$ cat config.mk
export PLATFORM = sky130hd
export DESIGN_NAME = mask_scanner
export DESIGN_NICKNAME = d
export VERILOG_FILES = /design/src/rtl/mask_scanner.sv
export SDC_FILE = /design/constraint.sdc
export NUM_CORES = 1
export LEC_CHECK = 0
export ABC_AREA = 1
export CAP_MARGIN = 20
export CORE_MARGIN = 2
export CORE_UTILIZATION = 59
export DETAILED_ROUTE_END_ITERATION = 7
export PLACE_DENSITY_LB_ADDON = 0.1
export SLEW_MARGIN = 15
export SYNTH_ARGS = -nofsm -noshare
export SYNTH_HDL_FRONTEND = slang
export SYNTH_SLANG_ARGS = --single-unit
export TNS_END_PERCENT = 20
$ cat constraint.sdc
create_clock -name clk_in -period 8.09 [get_ports clk_in]
set_input_delay 1.618 -clock clk_in [delete_from_list [all_inputs] [get_ports clk_in]]
set_output_delay 1.618 -clock clk_in [all_outputs]
set_load 0.02 [all_outputs]
$ cat src/rtl/mask_scanner.sv
// Scans a WIDTH x HEIGHT bit mask word by word and emits the (x, y) of every set pixel.
// Each word costs one fetch cycle and two wait cycles. After that, set pixels leave at 1 per cycle.
// valid_out is held with x_out/y_out stable while ready_in is low. Empty words are skipped with no emission.
//
// Ports:
//   clk_in, rst_in (async active-low)
//   start_in                          - begins one scan (ignored while busy)
//   addr_out / bank_out / rd_data_in  - mask memory row, word index, returned word
//   clr_we_out                        - per-bank write-zero enable
//   x_out, y_out, valid_out, ready_in - pixel stream
//   busy_out, done_out, count_out     - status
// Optional feature: define MASK_SCANNER_CLEAR_EN to clear each word in memory as it is latched.
module mask_scanner #(
    parameter int WIDTH      = 320,
    parameter int HEIGHT     = 180,
    parameter int WORD_WIDTH = 64
) (
    input  logic                  clk_in,
    input  logic                  rst_in,
    input  logic                  start_in,
    output logic [7:0]            addr_out,
    output logic [2:0]            bank_out,
    input  logic [WORD_WIDTH-1:0] rd_data_in,
    output logic [4:0]            clr_we_out,
    output logic [10:0]           x_out,
    output logic [9:0]            y_out,
    output logic                  valid_out,
    input  logic                  ready_in,
    output logic                  busy_out,
    output logic                  done_out,
    output logic [16:0]           count_out
);

    localparam int NB = WIDTH / WORD_WIDTH;
    localparam int BW = $clog2(WORD_WIDTH);

    typedef enum logic [2:0] {S_IDLE, S_FETCH, S_WAIT, S_SCAN, S_DONE} state_t;

    state_t                state_q, state_d;
    logic [7:0]            row_q, row_d;
    logic [2:0]            bank_q, bank_d;
    logic [WORD_WIDTH-1:0] word_q, word_d;
    logic                  wait_q, wait_d;
    logic [16:0]           count_q, count_d;

    logic [BW-1:0]         bit_idx;
    logic [WORD_WIDTH-1:0] word_cleared;
    logic                  last_word;

    // Lowest set bit of the current word; the descending loop leaves the lowest hit.
    always_comb begin
        bit_idx = '0;
        for (int i = WORD_WIDTH - 1; i >= 0; i--) begin
            if (word_q[i]) bit_idx = BW'(i);
        end
    end

    assign word_cleared = word_q & (word_q - 1'b1);
    assign last_word    = (bank_q == 3'(NB - 1)) && (row_q == 8'(HEIGHT - 1));

    // State register
    always_ff @(posedge clk_in or negedge rst_in) begin
        if (!rst_in) state_q <= S_IDLE;
        else         state_q <= state_d;
    end

    // Datapath registers
    always_ff @(posedge clk_in or negedge rst_in) begin
        if (!rst_in) begin
            row_q   <= '0;
            bank_q  <= '0;
            word_q  <= '0;
            wait_q  <= 1'b0;
            count_q <= '0;
        end else begin
            row_q   <= row_d;
            bank_q  <= bank_d;
            word_q  <= word_d;
            wait_q  <= wait_d;
            count_q <= count_d;
        end
    end

    // Next-state and datapath update
    always_comb begin
        state_d = state_q;
        row_d   = row_q;
        bank_d  = bank_q;
        word_d  = word_q;
        wait_d  = wait_q;
        count_d = count_q;
        // Done-with-word is decided in two places (empty latch, last pixel taken).
        // Both share this flag so the advance logic below exists only once.
        begin : next_logic
            logic adv;
            adv = 1'b0;
            case (state_q)
                S_IDLE: begin
                    if (start_in) begin
                        state_d = S_FETCH;
                        row_d   = '0;
                        bank_d  = '0;
                        count_d = '0;
                    end
                end
                S_FETCH: begin
                    state_d = S_WAIT;
                    wait_d  = 1'b0;
                end
                S_WAIT: begin
                    if (!wait_q) begin
                        wait_d = 1'b1;
                    end else begin
                        word_d = rd_data_in;
                        if (rd_data_in == '0) adv = 1'b1;
                        else                  state_d = S_SCAN;
                    end
                end
                S_SCAN: begin
                    if (ready_in) begin
                        word_d = word_cleared;
                        if (count_q != '1) count_d = count_q + 17'd1;
                        if (word_cleared == '0) adv = 1'b1;
                    end
                end
                S_DONE: state_d = S_IDLE;
                default: state_d = S_IDLE;
            endcase

            if (adv) begin
                if (last_word) begin
                    state_d = S_DONE;
                end else begin
                    state_d = S_FETCH;
                    if (bank_q == 3'(NB - 1)) begin
                        bank_d = '0;
                        row_d  = row_q + 8'd1;
                    end else begin
                        bank_d = bank_q + 3'd1;
                    end
                end
            end
        end
    end

    // Outputs
    always_comb begin
        valid_out  = (state_q == S_SCAN);
        busy_out   = (state_q != S_IDLE);
        done_out   = (state_q == S_DONE);
        addr_out   = row_q;
        bank_out   = bank_q;
        count_out  = count_q;
        x_out      = '0;
        y_out      = '0;
        clr_we_out = '0;
        if (valid_out) begin
            x_out = 11'(bank_q) * 11'(WORD_WIDTH) + 11'(bit_idx);
            y_out = 10'(row_q);
        end
`ifdef MASK_SCANNER_CLEAR_EN
        // The write lands on the same edge that latches the word, with addr/bank still held.
        if (state_q == S_WAIT && wait_q) clr_we_out = 5'd1 << bank_q;
`else
        clr_we_out = '0;
`endif
    end

endmodule
==> impl_results.md <==
- Critical path fanouts, max: 4
- Synth cell types: 50
- Num ports: 125
- Sequential share of the synthesized area: 0.319
- Vias per cell: 5.90
- Cell count after synthesis: 1186
- Die area: between 0.01 and 0.015 mm²
- Clk pin slew, worst setup/hold paths: 0.07 ns
- Worst VDD drop: 251 µV
- Commonest non-fill, non-tap cell in the layout: inv_1
- Power Total: 2890 µW
- Most frequent cells in the layout: inv_1, nand2_1, nor2_1
- Routability Congestion: 0.985
- Die width: 117 µm
- Port buffer count: 115
- LEAKAGE: 0.00417 µW
- Overflow after GRT: 0
- Mapped Area: 0.00753 mm²
- Worst Setup Start Kind: flip-flop
- F_max: ~0.16 GHz
- Slowest CP cell: clkdlybuf4s50_1
- Hold violation total from the final report: 0
- Slew @ Worst Pin: 0.844 ns
- Site row count: 41
- Routed WL: around 24000 µm
- Hold Buf Count CTS: 0
- Ranking of synthesized cells by area: dfrtp_1, inv_1, o21ai_0
- Post-DP Area: 0.00878 mm²
- Most frequent CP cell: nand2_1
- Area share of the largest cell type after synthesis: 0.319
- RSZ-0062 raised after global routing: false
- Finished Cell Area: 0.00910 mm²
- Vias in the first global route: approximately 8000
- Final setup skew: between 0.006 and 0.007 ns
- Setup TNS: 0 ns
- Setup violators final: 0
- Clock latency on the worst-skew pair: 0.36 ns
- Initial antenna violation count: 0
- Critical path class: reg2out
- First DRT Iteration DRCs: 967
- Post-CTS Resized: 0
- Final Max Tran Viols: 0
- Yosys top cell by area: dfrtp_1
- Fin nets: 1358
- Worst path required time: 6.47 ns
- Status: finished clean
- Htree depth: 3
- DR DRC count: 0
- Ys flop type: dfrtp_1
- Post CTS Setup Buffer Count: 0
- Core Area: around 0.013 mm²
- CTS Buffer Depth: 2
- Grt peak-use layer: met2
- CP endpoint kind: output port
- ANT nets after route: 0
- Clk sinks: 96
- Synth warn: 0
- Pin count of the biggest net entering global routing: 85
- Fin crit share: 0.777
- Power Dens Cells: 318 mW/mm²
- Max incr delay on CP: 0.62 ns
- DR pass1 iterations: 7
- Wire length per cell: around 16 µm
- Post-synth EDFFs: 0
- Total track usage: 0.361
- Via Count: roughly 8600
- Average size of a mapped cell: 6.35 µm²
- Met1 Resource Use GR: 0.478
- Effective utilization at floorplan: 0.599
- TritonCTS buffer count: 9
- First-pass GRT wire length: between 30000 and 40000 µm
- Worst Path Arrival: 4.67 ns
- CTS Root Cell: clkbuf_16
- Max_cap viols: 0
- Minimum clock period: 6.29 ns
- Relative max-transition margin: 0.437
- Asr flop ratio synth: 1.00
- Die Height: 117 µm
- CTS tree: yes
- Global routing usage on met2: 0.575
- Hold WC Path Type: reg2reg
- Hpwl dp: 18400 µm
- #FFs+latches synth: 96
- Area growth syn-to-layout: 20.8%
- Met3 GRT Util: 0.0659
- Share of layout cells above drive strength 1: 0.0434
synth_stat cells, types with 15 or more instances:
cell type	count
a21oi_1	89
clkbuf_1	29
dfrtp_1	96
inv_1	226
nand2_1	171
nand3_1	42
nand4_1	38
nor2_1	166
nor3_1	37
nor4_1	46
o21ai_0	136
o22ai_1	15
stage by stage:
stage          setup WS, ns  hold WS, ns  cells   util
2_1_floorplan          3.11        0.490   1194      -
3_3_place_gp           2.32        0.494   1446  0.699
3_5_place_dp           2.30        0.507   1446  0.699
4_1_cts                1.84        0.527   1462  0.724
5_1_grt                1.27        0.538   1462  0.724
6_report               1.80        0.523   1463  0.724
final timing paths:
| path | cells past startpoint | slack, ns | start | endpoint |
|---|---|---|---|---|
| setup / recovery | 64 | 1.80 | word_q[62] | x_out[0] |
| hold / removal | 1 | 0.52 | addr_out[6] | addr_out[6] |
| setup reg to reg | 28 | 3.64 | word_q[1] | addr_out[6] |
| hold reg to reg | 1 | 0.52 | addr_out[6] | addr_out[6] |
| max in group asynchronous | 2 | 5.70 | rst_in | count_out[6] |
| min in group asynchronous | 1 | 1.20 | rst_in | word_q[32] |
registers in the layout (all words and copies together), names as in the netlist:
signal,count
addr_out,8
bank_out,3
count_out,17
state_q,3
wait_q,1
word_q,64
cells by family after synthesis:
group	Yosys count	share of synthesized area
muxes	1	0.00133
other	1	0.000498
xor gates and xnor gates	5	0.00581
and+or+nand+nor	532	0.329
AOI/OAI and AO/OA	270	0.194
buffers and inverters	276	0.142
DFF	96	0.319
adders and majority gates	5	0.00830
where the power goes:
| part | switching [µW] | total [µW] | internal (µW) |
|---|---|---|---|
| clock network | 206 | 466 | 259 |
| logic | 1130 | 1600 | 473 |
| registers | 166 | 828 | 661 |
critical path: cells and delay by family (launching register included):
| kind | cells | cell delay, ns |
|---|---|---|
| DFF | 1 | 0.38 |
| AOI/OAI and AO/OA | 1 | 0.12 |
| and+or+nand+nor | 61 | 3.05 |
| buffers and inverters | 2 | 0.73 |
metal layers:
metal / wire, µm / part of all wire
met5: 0 / 0
met4: 1160 / 0.048
met3: 2060 / 0.085
met2: 10800 / 0.45
met1: 10000 / 0.42
area by class of cell:
cell class,instances,area [µm²]
multi-input cells,822,4090
fillers,1097,3470
flip-flops and latches,96,2400
repair buffers,120,1190
inverters,236,886
clock buffers,11,253
well taps,172,215
clock inverters,5,61.3
diodes,1,2.50
No activity file was read; power rests on OpenSTA's default activity.
